### src/rtl/button_debouncer.sv
// Push-button debouncer: clean level plus press/release/hold event pulses.
// Define BUTTON_DEBOUNCER_HOLD_EN to build in the long-press (hold_pulse) detector.
module button_debouncer #(
    parameter int unsigned DEBOUNCE_CYCLES = 1_000_000,
    parameter int unsigned HOLD_CYCLES     = 100_000_000
) (
    input  logic clock,
    input  logic reset,
    input  logic btn_sync,
    output logic btn_level,
    output logic press_pulse,
    output logic release_pulse,
    output logic hold_pulse
);

    localparam int unsigned CW = $clog2(DEBOUNCE_CYCLES);
    localparam logic [CW-1:0] CNT_LAST = CW'(DEBOUNCE_CYCLES - 1);

    typedef enum logic [1:0] {
        StIdle,
        StPressWait,
        StPressed,
        StReleaseWait
    } state_e;

    state_e        state_q;
    logic [CW-1:0] cnt_q;
    logic          press_accept;
    logic          release_accept;

    assign press_accept   = (state_q == StPressWait) && btn_sync && (cnt_q == CNT_LAST);
    assign release_accept = (state_q == StReleaseWait) && !btn_sync && (cnt_q == CNT_LAST);

    always_ff @(posedge clock or negedge reset) begin
        if (!reset) begin
            state_q       <= StIdle;
            cnt_q         <= '0;
            btn_level     <= 1'b0;
            press_pulse   <= 1'b0;
            release_pulse <= 1'b0;
        end else begin
            press_pulse   <= 1'b0;
            release_pulse <= 1'b0;
            unique case (state_q)
                StIdle: begin
                    if (btn_sync) begin
                        state_q <= StPressWait;
                        cnt_q   <= CW'(1);
                    end
                end
                StPressWait: begin
                    if (!btn_sync) begin
                        state_q <= StIdle;
                        cnt_q   <= '0;
                    end else if (press_accept) begin
                        state_q     <= StPressed;
                        cnt_q       <= '0;
                        btn_level   <= 1'b1;
                        press_pulse <= 1'b1;
                    end else begin
                        cnt_q <= cnt_q + CW'(1);
                    end
                end
                StPressed: begin
                    if (!btn_sync) begin
                        state_q <= StReleaseWait;
                        cnt_q   <= CW'(1);
                    end
                end
                StReleaseWait: begin
                    if (btn_sync) begin
                        state_q <= StPressed;
                        cnt_q   <= '0;
                    end else if (release_accept) begin
                        state_q       <= StIdle;
                        cnt_q         <= '0;
                        btn_level     <= 1'b0;
                        release_pulse <= 1'b1;
                    end else begin
                        cnt_q <= cnt_q + CW'(1);
                    end
                end
                default: begin
                    state_q   <= StIdle;
                    cnt_q     <= '0;
                    btn_level <= 1'b0;
                end
            endcase
        end
    end

`ifdef BUTTON_DEBOUNCER_HOLD_EN
    localparam int unsigned HW = $clog2(HOLD_CYCLES + 1);
    localparam logic [HW-1:0] HOLD_MAX = HW'(HOLD_CYCLES);
    localparam logic [HW-1:0] HOLD_PRE = HW'(HOLD_CYCLES - 1);

    logic [HW-1:0] hold_cnt_q;
    logic          in_held;

    assign in_held = (state_q == StPressed) || (state_q == StReleaseWait);

    // An accepted release clears the count and wins over a coincident hold.
    always_ff @(posedge clock or negedge reset) begin
        if (!reset) begin
            hold_cnt_q <= '0;
            hold_pulse <= 1'b0;
        end else begin
            hold_pulse <= 1'b0;
            if (press_accept || release_accept) begin
                hold_cnt_q <= '0;
            end else if (in_held && (hold_cnt_q != HOLD_MAX)) begin
                hold_cnt_q <= hold_cnt_q + HW'(1);
                if (hold_cnt_q == HOLD_PRE) begin
                    hold_pulse <= 1'b1;
                end
            end
        end
    end
`else
    logic unused_hold_cfg;
    assign unused_hold_cfg = ^HOLD_CYCLES;
    assign hold_pulse      = 1'b0;
`endif

endmodule

### config.mk
export PLATFORM = sky130hd
export DESIGN_NAME = button_debouncer
export DESIGN_NICKNAME = d
export VERILOG_FILES = /design/src/rtl/button_debouncer.sv
export SDC_FILE = /design/constraint.sdc
export NUM_CORES = 1
export LEC_CHECK = 0
export BUFFER_PORTS_ARGS = -buffer_cell sky130_fd_sc_hd__buf_2
export CAP_MARGIN = 10
export CORE_MARGIN = 3
export CORE_UTILIZATION = 60
export CTS_BUF_LIST = sky130_fd_sc_hd__clkbuf_2
export CTS_CLUSTER_DIAMETER = 50
export DETAILED_ROUTE_END_ITERATION = 16
export GPL_ROUTABILITY_DRIVEN = 0
export PLACE_DENSITY = 0.77
export SYNTH_ARGS = -nofsm -noshare
export SYNTH_HDL_FRONTEND = slang
export SYNTH_SLANG_ARGS = --single-unit
### constraint.sdc
create_clock -name clock -period 6.34 [get_ports clock]
set_clock_uncertainty 0.1 [all_clocks]
set_input_delay 0.317 -clock clock [delete_from_list [all_inputs] [get_ports clock]]
set_output_delay 0.317 -clock clock [all_outputs]
set_load 0.01 [all_outputs]
; After elaboration in Yosys (flattened, before gate mapping)
; Cells that the tools add are included.
[totals]
register_bits = 25
input_bits = 3
[op_classes]
n_addsub = 1
eq_ne = 12
mux = 25
n_reduce_logical = 10
[op_table]
columns = operator, n
row1 = two-way mux 20 bit, 6
row2 = case mux 20 bit (4 select lines), 1
row3 = adder 20 x 1 -> 20 bit (second input constant), 1
row4 = == test 20 bit (second input constant), 1
row5 = two-way mux 2 bit, 6
row6 = != test 2 bit (second input constant), 6
row7 = two-way mux 1 bit, 10
row8 = case mux 2 bit (4 select lines), 1
row9 = != test 3 bit (second input constant), 2
row10 = AND reduction 5 bit, 1
row11 = == test 2 bit (second input constant), 2
row12 = logical AND 1 bit, 4
row13 = AND reduction 4 bit, 1
row14 = == test 2 x 1 -> 1 bit (second input constant), 1
row15 = logical NOT 2 bit, 1
row16 = case mux 1 bit (2 select lines), 1
row17 = AND reduction 2 bit, 1
row18 = nonzero test 2 bit, 1
row19 = logical NOT 1 bit, 1

; Logic depth before layout (Yosys ltp)
[logic_depth]
word_depth = 6
ltp_mapped = 9
depth_no_buf = 6

; Least setup slack after synthesis
; OpenSTA, ideal clock, no wires.
[synth_timing]
kind = register to register
from = register cnt_q[0]
to = register cnt_q[8]
arrival_ps = 1802
path_slack_ps = 4317
path_stages_with_launch = 9
path_buffers = 2
cell_sequence = dfrtp_1 -> ha_1 -> and4_1 -> clkbuf_1 -> nand3b_1 -> o31a_1 -> buf_6 -> a21o_1 -> a22o_1
[synth_via]
elab_chain_len = 5
elab_cells_between_ends = 9
cone_classes = add/sub (1) / eq/ne (1) / mux (5) / reduce/logical (2)
[synth_rtl]
columns = item, line
row1 = start: declaration, 27  ; logic [CW-1:0] cnt_q;
row2 = start signal: assignment, 61  ; cnt_q <= cnt_q + CW'(1);
row3 = start signal: assignment, 80  ; cnt_q <= cnt_q + CW'(1);
row4 = branches (longest 4 deep; another with adder 20 x 1 -> 20 bit), -
row5 = case mux 20 bit (4 select lines) *, 44  ; unique case (state_q)
; Every way passes the cells marked *.
; A chain may end at the register's enable or synchronous reset.

; Worst setup path after layout
[layout_timing]
from = register cnt_q[0]
to = register cnt_q[10]
; Same word-level chain as after synthesis.

==> metrics <==
die width=approximately 54 microns; worst skew pair latency=around 350 ps; vias in the first global route=1134; average wire per cell in the routed design=roughly 15 microns; CP required=roughly 6500 ps; DRT iter0 DRCs=40; hold_sp=btn_sync; final WL=~2.7 mm; reg-to-reg setup timing slack=approximately 3800 ps; sequential cell area fraction in the yosys report=a little under half; final worst slack=~3800 ps; fmax=between 0.3 and 0.4 GHz; core area=about 2100 sq um; DR DRC count=0; Max Root-Sink Buffers=2; Clock Sinks=25; CTS resizes=0; DIE AREA=a little under 3000 sq um; CTS root buf=clkbuf_2; power density cells=around 180 nW/um^2; Ant. Diodes=0; worst-margin pin slew=about 960 ps; Setup TNS=0 ps; Worst setup startpoint=cnt_q[0]; Via-to-Cell Ratio=around 6.5; via count=approximately 1100; FF-to-FF path depth=6; CP arrival=roughly 2800 ps; Final Hold Viols=0; # IOs=7; Tcrit/Tclk final=between 40% and 50%; CTS Buf Count=3; IO buf count=5; maximum VDD drop=around 0.15 mV; CTS tree=yes; Crit Path Class=reg -> reg; final count of pins violating max slew=0; post-synth cell types=39; RSZ-0062 raised after global routing=false; worst min path class=in -> reg; 1st-pass router iterations=4; Setup WS pre-CTS=roughly 3900 ps; fraction of layout cells with a size suffix above 1=10.1%; DRT antenna net count=0; Util after Layout=between 60 and 70%; MaxCap Viol Count=0; syn nets=between 150 and 200; Congestion Overflow GR=0; leakage=roughly 0.0006 uW; flops & latches, synth=25; crit start category=flip-flop; crit path max fanout=29; chip height=54.1 microns; Post-Syn Area per Cell=a little over 9 sq um; Layout area overhead=1.80%; first-pass GRT wire length=roughly 5.0 mm; Setup-failing EPs final=0; Setup crit end kind=flip-flop; Synth Warn #=0; Rows=16; GRT Resource Usage Total=23.2%; fin crit period=2570 ps; largest net degree at the start of global routing=30; post-detail-place hpwl=1.91 mm; crit path capture=cnt_q[10]; # H-tree levels=1; Final #Nets=between 150 and 200; initial antenna violation count=0; Synth Cell Area=between 1000 and 1500 sq um; Mapped Cells=approximately 150; status=finished clean; slew margin rel.=a little over a third; reg-to-reg critical path endpoint=cnt_q[10]; Post-CTS Setup Bufs=0; clk slew on worst S/H paths=230 ps; worst r2r src=cnt_q[0]; Initial Utilization=between 60% and 70%
==> routing by layer <==
layer  global-route usage, %  vias up  share of wire [%]
met5                       0        -                  0
met4                    7.47        0                1.1
met3                    3.32        5                3.7
met2                    37.3       26                 46
met1                    31.9      558                 49
li1                        -      548                  -
==> cells in the final DEF, fill, tap and decap left out, types with 3 or more instances in the layout <==
cell type and count:
dfrtp_1 25, a21oi_1 14, nand2_1 12, nor2_1 9
nand4_1 8, a31oi_1 8, o21ai_0 6, nand3_1 6
buf_2 5, inv_1 4, nor3_1 4, a22o_1 4
clkbuf_2 4, and2_1 3, o31a_1 3, nand2b_1 3
a21o_1 3, mux2i_1 3
==> logic make-up (layout without fill, tap and decap cells) <==
logic type,Yosys count,after routing,synth area share (%)
AOI/OAI and AO/OA,42,42,19.3
muxes,4,4,2.97
adders and majority gates,1,1,0.900
other,1,1,0.270
and+or+nand+nor,59,59,24.0
xor gates and xnor gates,3,3,1.89
DFF,25,25,45.0
buffers and inverters,14,14,5.67
==> how the worst min path moves through the flow <==
stage                                             to  slack (ps)  depth (start not counted)
after global placement                      cnt_q[4]         230                          1
after CTS                              release_pulse          60                          2
after floorplan           asynchronous set/reset pin         -80                          0
after global routing                   release_pulse          40                          2
after detailed placement                    cnt_q[4]         230                          1
final                                  release_pulse          70                          2
==> per-stage QoR <==
step / instances / cell area, sq um / hold slack, ps / power, uW
final: 176 / 1420 / 66.4 / 253
after global routing: 176 / 1420 / 39.1 / 269
after CTS: 176 / 1420 / 58.3 / 256
after detailed placement: 171 / 1390 / 234 / 193
after global placement: 171 / 1390 / 229 / 192
after floorplan: 149 / 1390 / -78.6 / 187
==> cell usage after synthesis (all sizes together) <==
master,n,area share (%)
o31a,3,1.9
clkbuf,5,1.4
and3,1,0.45
inv,4,1.1
or2b,1,0.54
dfrtp,25,45
nor3b,1,0.54
and4,2,1.3
nand3b,1,0.54
a21oi,14,5.0
nand4,8,3.6
xor2,2,1.3
a41oi,1,0.63
a21o,3,1.6
a21bo,1,0.72
a22o,4,2.5
conb,1,0.27
nor2,9,2.4
nor4,4,2.7
a31oi,8,3.6
nand2,12,3.2
mux2i,3,2.2
nor3,4,1.4
o21ai,6,2.2
mux2,1,0.81
and2,3,1.4
o31ai,1,0.54
nand3,7,2.9
or4,1,0.81
a211oi,1,0.54
xnor2,1,0.63
ha,1,0.90
or3,2,0.90
nand2b,3,1.4
buf,5,3.2
==> sequential cells by signal (all words and copies together), names as in the netlist, named ones only <==
name and flops:
press_pulse 1, release_pulse 1, cnt_q 20, state_q 1
btn_level 1
==> repair_timing <==
| item | CTS | global route |
|---|---|---|
| hold endpoints to repair | 25 | 0 |
| hold buffers | 1 | 0 |
| endpoints found under the setup margin | 0 | 0 |
==> where the power goes <==
| part | internal [uW] | total [uW] | switching, uW | leakage, uW |
|---|---|---|---|---|
| combinational | 7.74 | 21.9 | 14.2 | 0.000236 |
| sequential | 164 | 169 | 4.69 | 0.000343 |
| clock | 16.7 | 63.0 | 46.3 | 0.0000166 |
==> worst max-delay path, cell delays in order (launching register included) <==
cell,delay (ps)
dfrtp_1,450
ha_1,240
and4_1,270
nand3b_1,180
o31a_1,790
o21ai_0,270
a31oi_1,220
==> cell type report <==
class / count / area (sq um)
fillers: 168 / 667
well taps: 27 / 33.8
clock buffers: 4 / 20.0
repair buffers: 6 / 35.0
flip-flops and latches: 25 / 626
multi-input cells: 110 / 686
inverters: 4 / 15.0
No activity file was read; power rests on OpenSTA's default activity.
